**src/rtl/seat_alloc_ctrl.sv**
```systemverilog
// seat_alloc_ctrl
//   Sequential seat-allocation controller. On an accepted start it latches the
//   threshold n and seven candidate scores, then fills up to three seats with
//   candidate indices, highest eligible score first. A single shared comparator
//   is scanned over the candidates, one per cycle.
//   Each seat takes 7 SCAN cycles plus 1 COMMIT cycle. A full run pulses done
//   in cycle 25. A run that ends on an empty seat p pulses done in cycle 8p+1.
//
// Parameters
//   SCORE_W       width of n and c1..c7
//   TIE_HIGH_IDX  0: equal scores go to the lower index; 1: to the higher index
//
// Ports
//   clk      rising-edge clock
//   rst_n    synchronous active-low reset
//   start    allocation request; sampled only in IDLE
//   abort    (SEAT_ALLOC_ABORT_EN only) cancels a running allocation
//   n        eligibility threshold (score >= n, unsigned)
//   c1..c7   candidate scores
//   busy     high while scanning or committing
//   done     one-cycle pulse; r1..r3 are valid from this cycle
//   r1..r3   seat results: candidate index 1..7, or 0 when the seat is unfilled
//
// Configuration macro
//   SEAT_ALLOC_ABORT_EN  adds the abort input
module seat_alloc_ctrl #(
    parameter int SCORE_W      = 4,
    parameter int TIE_HIGH_IDX = 0
) (
    input  logic               clk,
    input  logic               rst_n,
    input  logic               start,
`ifdef SEAT_ALLOC_ABORT_EN
    input  logic               abort,
`endif
    input  logic [SCORE_W-1:0] n,
    input  logic [SCORE_W-1:0] c1,
    input  logic [SCORE_W-1:0] c2,
    input  logic [SCORE_W-1:0] c3,
    input  logic [SCORE_W-1:0] c4,
    input  logic [SCORE_W-1:0] c5,
    input  logic [SCORE_W-1:0] c6,
    input  logic [SCORE_W-1:0] c7,
    output logic               busy,
    output logic               done,
    output logic [3:0]         r1,
    output logic [3:0]         r2,
    output logic [3:0]         r3
);

    typedef enum logic [1:0] {
        IDLE   = 2'd0,
        SCAN   = 2'd1,
        COMMIT = 2'd2,
        FIN    = 2'd3
    } state_t;

    state_t             state_q, state_d;

    logic [SCORE_W-1:0] n_q;
    logic [SCORE_W-1:0] c_q [7];
    logic [2:0]         cand_q;
    logic [1:0]         seat_q;
    logic [2:0]         best_idx_q;
    logic [SCORE_W-1:0] best_score_q;
    logic [3:0]         r1_q, r2_q, r3_q;

    logic [SCORE_W-1:0] cur_score;
    logic [3:0]         cand_ext;
    logic               placed;
    logic               eligible;
    logic               better;
    logic               take;
    logic               abort_hit;

`ifdef SEAT_ALLOC_ABORT_EN
    assign abort_hit = abort && (state_q != IDLE);
`else
    assign abort_hit = 1'b0;
`endif

    // Shared comparator: score of the candidate under scan versus the running best.
    always_comb begin
        cur_score = '0;
        case (cand_q)
            3'd1:    cur_score = c_q[0];
            3'd2:    cur_score = c_q[1];
            3'd3:    cur_score = c_q[2];
            3'd4:    cur_score = c_q[3];
            3'd5:    cur_score = c_q[4];
            3'd6:    cur_score = c_q[5];
            3'd7:    cur_score = c_q[6];
            default: cur_score = '0;
        endcase
    end

    assign cand_ext = {1'b0, cand_q};
    // Seats still unfilled hold 0, which never matches an index in 1..7.
    assign placed   = (cand_ext == r1_q) || (cand_ext == r2_q) || (cand_ext == r3_q);
    assign eligible = (cur_score >= n_q);
    assign better   = (best_idx_q == 3'd0) ||
                      (cur_score > best_score_q) ||
                      ((TIE_HIGH_IDX != 0) && (cur_score == best_score_q));
    assign take     = eligible && !placed && better;

    always_ff @(posedge clk) begin
        if (!rst_n) state_q <= IDLE;
        else        state_q <= state_d;
    end

    always_comb begin
        state_d = state_q;
        busy    = 1'b0;
        done    = 1'b0;
        case (state_q)
            IDLE: begin
                if (start) state_d = SCAN;
            end
            SCAN: begin
                busy = 1'b1;
                if (cand_q == 3'd7) state_d = COMMIT;
            end
            COMMIT: begin
                busy = 1'b1;
                if ((best_idx_q != 3'd0) && (seat_q != 2'd3)) state_d = SCAN;
                else                                           state_d = FIN;
            end
            FIN: begin
                done    = 1'b1;
                state_d = IDLE;
            end
            default: state_d = IDLE;
        endcase
        if (abort_hit) state_d = IDLE;
    end

    always_ff @(posedge clk) begin
        if (!rst_n || abort_hit) begin
            n_q          <= '0;
            for (int unsigned i = 0; i < 7; i++) c_q[i] <= '0;
            cand_q       <= '0;
            seat_q       <= '0;
            best_idx_q   <= '0;
            best_score_q <= '0;
            r1_q         <= '0;
            r2_q         <= '0;
            r3_q         <= '0;
        end else begin
            case (state_q)
                IDLE: begin
                    if (start) begin
                        n_q          <= n;
                        c_q[0]       <= c1;
                        c_q[1]       <= c2;
                        c_q[2]       <= c3;
                        c_q[3]       <= c4;
                        c_q[4]       <= c5;
                        c_q[5]       <= c6;
                        c_q[6]       <= c7;
                        cand_q       <= 3'd1;
                        seat_q       <= 2'd1;
                        best_idx_q   <= '0;
                        best_score_q <= '0;
                        r1_q         <= '0;
                        r2_q         <= '0;
                        r3_q         <= '0;
                    end
                end
                SCAN: begin
                    if (take) begin
                        best_idx_q   <= cand_q;
                        best_score_q <= cur_score;
                    end
                    cand_q <= cand_q + 3'd1;
                end
                COMMIT: begin
                    if (best_idx_q != 3'd0) begin
                        case (seat_q)
                            2'd1:    r1_q <= {1'b0, best_idx_q};
                            2'd2:    r2_q <= {1'b0, best_idx_q};
                            2'd3:    r3_q <= {1'b0, best_idx_q};
                            default: ;
                        endcase
                    end
                    best_idx_q   <= '0;
                    best_score_q <= '0;
                    seat_q       <= seat_q + 2'd1;
                    cand_q       <= 3'd1;
                end
                default: ;
            endcase
        end
    end

    assign r1 = r1_q;
    assign r2 = r2_q;
    assign r3 = r3_q;

endmodule

```
**config.mk**
```make
export PLATFORM = sky130hd
export DESIGN_NAME = seat_alloc_ctrl
export DESIGN_NICKNAME = d
export VERILOG_FILES = /design/src/rtl/seat_alloc_ctrl.sv
export SDC_FILE = /design/constraint.sdc
export NUM_CORES = 1
export LEC_CHECK = 0
export BUFFER_PORTS_ARGS = -buffer_cell sky130_fd_sc_hd__clkbuf_2
export CORE_AREA = 2 2 66 93
export CTS_CLUSTER_DIAMETER = 50
export DETAILED_ROUTE_END_ITERATION = 8
export DIE_AREA = 0 0 68 95
export GPL_TIMING_DRIVEN = 0
export PLACE_DENSITY = 0.71
export SLEW_MARGIN = 5
export SYNTH_ARGS = -nofsm -noshare
export SYNTH_HDL_FRONTEND = slang
export SYNTH_SLANG_ARGS = --single-unit
```
**constraint.sdc**
```tcl
create_clock -name clk -period 4.85 [get_ports clk]
set_input_delay 0.485 -clock clk [delete_from_list [all_inputs] [get_ports clk]]
set_output_delay 0.485 -clock clk [all_outputs]
set_load 0.005 [all_outputs]
```
# Word level (Yosys, flattened, before mapping)
# Memories as Yosys holds them, arrays and structs flattened.
# Index checks and enable logic that the tools add are counted.
# Widths: inputs -> output; s select.
[word_totals]
ff_bits = 30
latchBits = 0
mem_bits_ro = 0
wordCells = 103
in_bits = 35
output_inout_bits = 14
ram_bits = 28
mem_count = 1
[mem_list]
columns = ["name", "words", "width", "read_ports", "rd_ports_with_merged_regs", "write_ports", "line_no", "text"]
rows = [
  ["c_q", 7, 4, 7, 0, 7, "61", "logic [SCORE_W-1:0] c_q [7];"],
]
[classes]
n_bitwise = 7
n_addsub = 2
order_cmp = 2
mul = 0
n_reduce_logical = 21
n_div = 0
n_eq_ne = 24
shift = 0
muxes = 37
[op_table]
columns = ["op", "n"]
rows = [
  ["$mux 4", 15],
  ["$pmux 4 s7", 1],
  ["$pmux 4 s2", 3],
  ["$pmux 3 s3", 2],
  ["$eq 3x3->1 const B", 4],
  ["$eq 3x4->1", 3],
  ["$ne 2x2->1 const B", 6],
  ["$pmux 4 s3", 1],
  ["$reduce_and 4->1", 3],
  ["$mux 3", 3],
  ["$eq 2x2->1 const B", 4],
  ["$pmux 2 s4", 1],
  ["$reduce_and 2->1", 4],
  ["$mux 1", 7],
  ["$or 1x1->1", 7],
  ["$eq 3x2->1 const B", 2],
  ["$mux 2", 3],
  ["$reduce_bool 3->1", 2],
  ["$eq 2x1->1 const B", 2],
  ["$ge 4x4->1", 1],
  ["$gt 4x4->1", 1],
  ["$ne 2x1->1 const B", 2],
  ["$pmux 2 s2", 1],
  ["$add 3x1->3 const B", 1],
  ["other kinds (10)", 14],
]

# Depth between registers and ports, before layout
[logic_depth]
word_depth = 8
depth_mapped = 16
ltp_nobuf = 13

# Least setup slack after synthesis
# No wires, ideal clock.
[synth_path]
path_type = "flip-flop to flip-flop"
startpoint = "register cand_q[0]"
endpoint = "register best_score_q[1]"
slack_ns = 1.541
path_stages_with_launch = 17
setup_ns = 0.135
t_arrival_ns = 3.174
n_path_buf = 3
path_cell_list = "dfxtp_1 -> buf_2 -> inv_1 -> ha_1 -> buf_4 -> a222oi_1 -> a21oi_1 -> a221oi_1 -> inv_1 -> ha_1 -> nor2b_1 -> o21ai_0 -> a221oi_2 -> o41ai_1 -> or3_1 -> buf_2 -> o32ai_1"
[synth_between]
elab_chain_cells = 8
elab_cells_between_ends = 23
classes_between = "order compare: 2; eq/ne: 11; mux: 3; reduce/logical: 7"
[synth_lines]
columns = ["element", "line_no", "text"]
rows = [
  ["start: declaration", "62", "logic [2:0] cand_q;"],
  ["start signal: assignment", "174", "cand_q <= cand_q + 3'd1;"],
  ["branches (longest 8 deep; another with $ge 4x4->1)", "--", ""],
  ["end signal: assignment", "172", "best_score_q <= cur_score;"],
  ["end: declaration", "65", "logic [SCORE_W-1:0] best_score_q;"],
]
# Parallel ways; which one is timed is not known. The select of a mux whose other input is x is not followed.
# A chain may end at the register's enable or synchronous reset.

# Worst setup path after layout
[layout_path]
startpoint = "register cand_q[0]"
endpoint = "register best_idx_q[2]"
[layout_between]
elab_chain_cells = 8
elab_cells_between_ends = 21
classes_between = "order compare: 2; eq/ne: 11; mux: 1; reduce/logical: 7"
[layout_lines]
columns = ["element", "line_no", "text"]
rows = [
  ["branches (longest 5 deep; another with $ge 4x4->1)", "--", ""],
  ["$logic_and 1x1->1 (*)", "104", "assign take = eligible && !placed && better;"],
  ["$ne 2x2->1 (no line) (*)", "--", ""],
  ["$reduce_and 3->1 (no line) (*)", "--", ""],
  ["end signal: assignment", "171", "best_idx_q <= cand_q;"],
  ["end: declaration", "64", "logic [2:0] best_idx_q;"],
]
# Every way passes the cells marked *.

==> flow_summary_export.csv <==
group,metric,value,unit
outcome,status,"complete, no violations",
synthesis,synth_seq_area_share,50.0,%
sta,period_needed,3840,ps
synthesis,netlist_area,2760,sq um
sta,maxSlewHeadroom,30.1,%
critical_path,max_stage_delay,520,ps
critical_path,r2r_start,"cand_q[0]",
synthesis,synth.area.top_cells,"edfxtp_1 30%, dfxtp_1 20%, ha_1 8.6%, and2_1 6.6%, a21oi_1 3.4%",
critical_path,critical_path.endpoint_type,"register",
synthesis,yosysMostFrequentCell,"and2_1",
synthesis,ys.warnings.count,0,
critical_path,rr_endpoint,"best_idx_q[2]",
detailed_routing,drc,0,
final_layout,finalNonFillerCells,395,
sta,hold_viol,0,
critical_path,r2r_slack,1010,ps
clock_network,cts_setup_buffers,0,
final_layout,multi_input_area,1240,sq um
sta,fin_crit_sh,79.3,%
sta,finClkSkew,6.90,ps
synthesis,synthCells,270,
synthesis,synth_edf_count,28,
detailed_routing,wl_per_cell,14.0,um
clock_network,cts_resized,0,
floorplanning,io_pins,49,
global_route,antenna_found_initial,0,
synthesis,syn_area_per_cell,10.2,sq um
critical_path,crit_type,"reg -> reg",
min_path,holdPathStages,3,
synthesis,async_flop_share,0,%
critical_path,path_cells,"buf_2 > inv_1 > ha_1 > buf_4 > a222oi_1 > a21oi_1 > a221oi_1 > inv_1 > ha_1 > nor2b_1 > o21ai_0 > a221oi_2 > o41ai_1 > or3_1 > buf_2 > o22ai_1",
detailed_routing,routed_via_density,5.34,
clock_network,cts_hold_buf,0,
pwr,clkPwrFrac,22.9,%
sta,tightest_slew,1050,ps
place,globalplace.congestion,0.824,
detailed_routing,wl,5530,um
synthesis,yosysUniqueCellTypes,46,
critical_path,r2r_cells,16,
final_layout,seq_area,1380,sq um
detailed_routing,drtIter0Drc,118,
sta,slew_violations,0,
critical_path,required,5020,ps
pwr,power_frac_comb,31.0,%
place,place_inst,387,
clock_network,clk_pin_slew,100,ps
detailed_routing,vias,2109,
critical_path,crit_path_start,"cand_q[0]",
critical_path,critPathLaunchType,"register",
final_layout,n_fill_cell,535,
min_path,worstHoldStart,"n[1]",
detailed_routing,first_pass_iters,4,
global_route,grt_pass1_vias,2019,
sta,setup_tns,0,ps
critical_path,crit_family,"compound AO/OA/AOI/OAI gates",
final_layout,nets,378,
synthesis,ys_ff_latch,55,
critical_path,crit_slowest_cell,"o41ai_1",
global_route,grt_overflow,0,
pwr,sequentialPowerShare,46.1,%
job,cap_violations,0,
final_layout,area.growth.synth_to_final,15.8,%
sta,rsz0062_at_grt,"no",
global_route,grt_max_degree,31,
sta,fmax,260,MHz
clock_network,numCtsBuffers,5,
clock_network,htree_levels,2,
pwr,netSwitchingFraction,33.7,%
clock_network,clock_latency,300,ps
clock_network,root_buffer,"clkbuf_8",
clock_network,cts_tree,"yes",
detailed_routing,antenna_left,0,
synthesis,synth_top_cell_by_area,"edfxtp_1",
pwr,vdd_drop_max,0.188,mV
floorplanning,rows,33,
final_layout,antenna_cells,0,
sta,finalSetupViolCount,0,
floorplanning,coreArea,5700,sq um
min_path,holdPathEnd,"n_q[1]",
pwr,p_sw,0.450,mW
pwr,p_int,0.885,mW
floorplanning,initial_core_util,48.5,%
synthesis,ys.flop_type,"edfxtp_1",
clock_network,clock_sinks,55,
place,dpl.hpwl,4270,um
synthesis,synth_common_cells,"29 x and2_1, 28 x edfxtp_1, 27 x dfxtp_1",
place,port_buffers,45,
global_route,track_usage,18.9,%
critical_path,critical_path_buf_inv_count,5,
critical_path,cp.arrival,4010,ps
critical_path,path_max_fanout,8,
floorplanning,die_w,68,um
clock_network,cts_buffer_depth,2,
floorplanning,die_y,95,um
pwr,p_per_area,417,nW/um^2
min_path,hold_path_class,"in -> reg",
synthesis,yosysTopAreaCellShare,30.4,%
final_layout,drive_gt1_share,20.6,%
floorplanning,die_area,6460,sq um
global_route,grt_pass1_wl,8950,um
pwr,leakagePower,1.34,nW
final_layout,finish.utilization,56.1,%
-- how the worst max path moves through the flow --
stage | end | slack, ps | cells past startpoint
floorplan | best_score_q[1] | 1540 | 16
global placement | best_score_q[1] | 1060 | 16
detailed placement | best_idx_q[2] | 1030 | 16
CTS | best_idx_q[2] | 1000 | 16
global route | best_score_q[1] | 680 | 15
finish | best_idx_q[2] | 1010 | 16
-- tightest hold or removal path, cell delays in order --
cell      delay (ps)
clkbuf_2          80
nand2_1           40
o21ai_0           50
-- power groups by stage --
| stage | Combinational [mW] | Clock, mW | Sequential (mW) |
|---|---|---|---|
| floorplan | 0.305 | 0 | 0.615 |
| global placement | 0.404 | 0 | 0.621 |
| detailed placement | 0.415 | 0 | 0.625 |
| CTS | 0.418 | 0.314 | 0.615 |
| global route | 0.469 | 0.336 | 0.624 |
| finish | 0.414 | 0.306 | 0.615 |
-- cell type report --
| cell class | instances | share of cell area (%) |
|---|---|---|
| Clock buffer | 5 | 2.15 |
| Tap cell | 70 | 2.74 |
| Sequential cell | 55 | 43.2 |
| Timing Repair Buffer | 45 | 7.04 |
| Multi-Input combinational cell | 183 | 38.7 |
| Inverter | 18 | 2.11 |
| Buffer | 16 | 2.58 |
| Clock inverter | 3 | 1.45 |
-- registers in the layout, summed over array words and instances (netlist names) --
signal,flops
c_q,28
r1,3
cand_q,3
seat_q,2
best_idx_q,3
r2,3
n_q,4
r3,3
state_q,2
best_score_q,4
-- layer usage --
layer  track usage (%)  part of all wire [%]  up-vias
met4              6.33                   1.2        0
met5                 0                     0        -
met1              20.1                    40      985
met3              3.69                   2.9        7
met2              35.6                    56       41
li1                  -                     -     1076
-- placed cells by master (no fill, tap or decap), drive strengths merged, types with 3 or more instances in the layout --
cell and count:
ha 19, dfxtp 27, nor2 6, nor3 6
nand4 9, a211oi 4, o22ai 5, clkbuf 59
conb 3, a222oi 3, a221oi 7, edfxtp 28
xor2 7, buf 7, nand2 24, nand3 3
a21oi 19, nor2b 3, and2 29, o21ai 11
nand2b 3, inv 18
-- through the flow --
stage	power, mW	cell area (sq um)	hold slack [ps]	setup slack (ps)
finish	1.34	3200	382	1010
global route	1.43	3200	382	676
CTS	1.35	3200	371	995
detailed placement	1.04	3080	470	1030
global placement	1.02	3080	465	1060
floorplan	0.920	2770	452	1540
-- cells by family after synthesis --
logic type,share of synthesized area (%)
and+or+nand+nor,17.1
AOI/OAI and AO/OA,16.1
DFF,50.0
buffers and inverters,5.43
adders and majority gates,8.61
xor gates and xnor gates,2.22
other,0.136
muxes,0.408
Note: power is estimated with default switching activity, not from simulation.
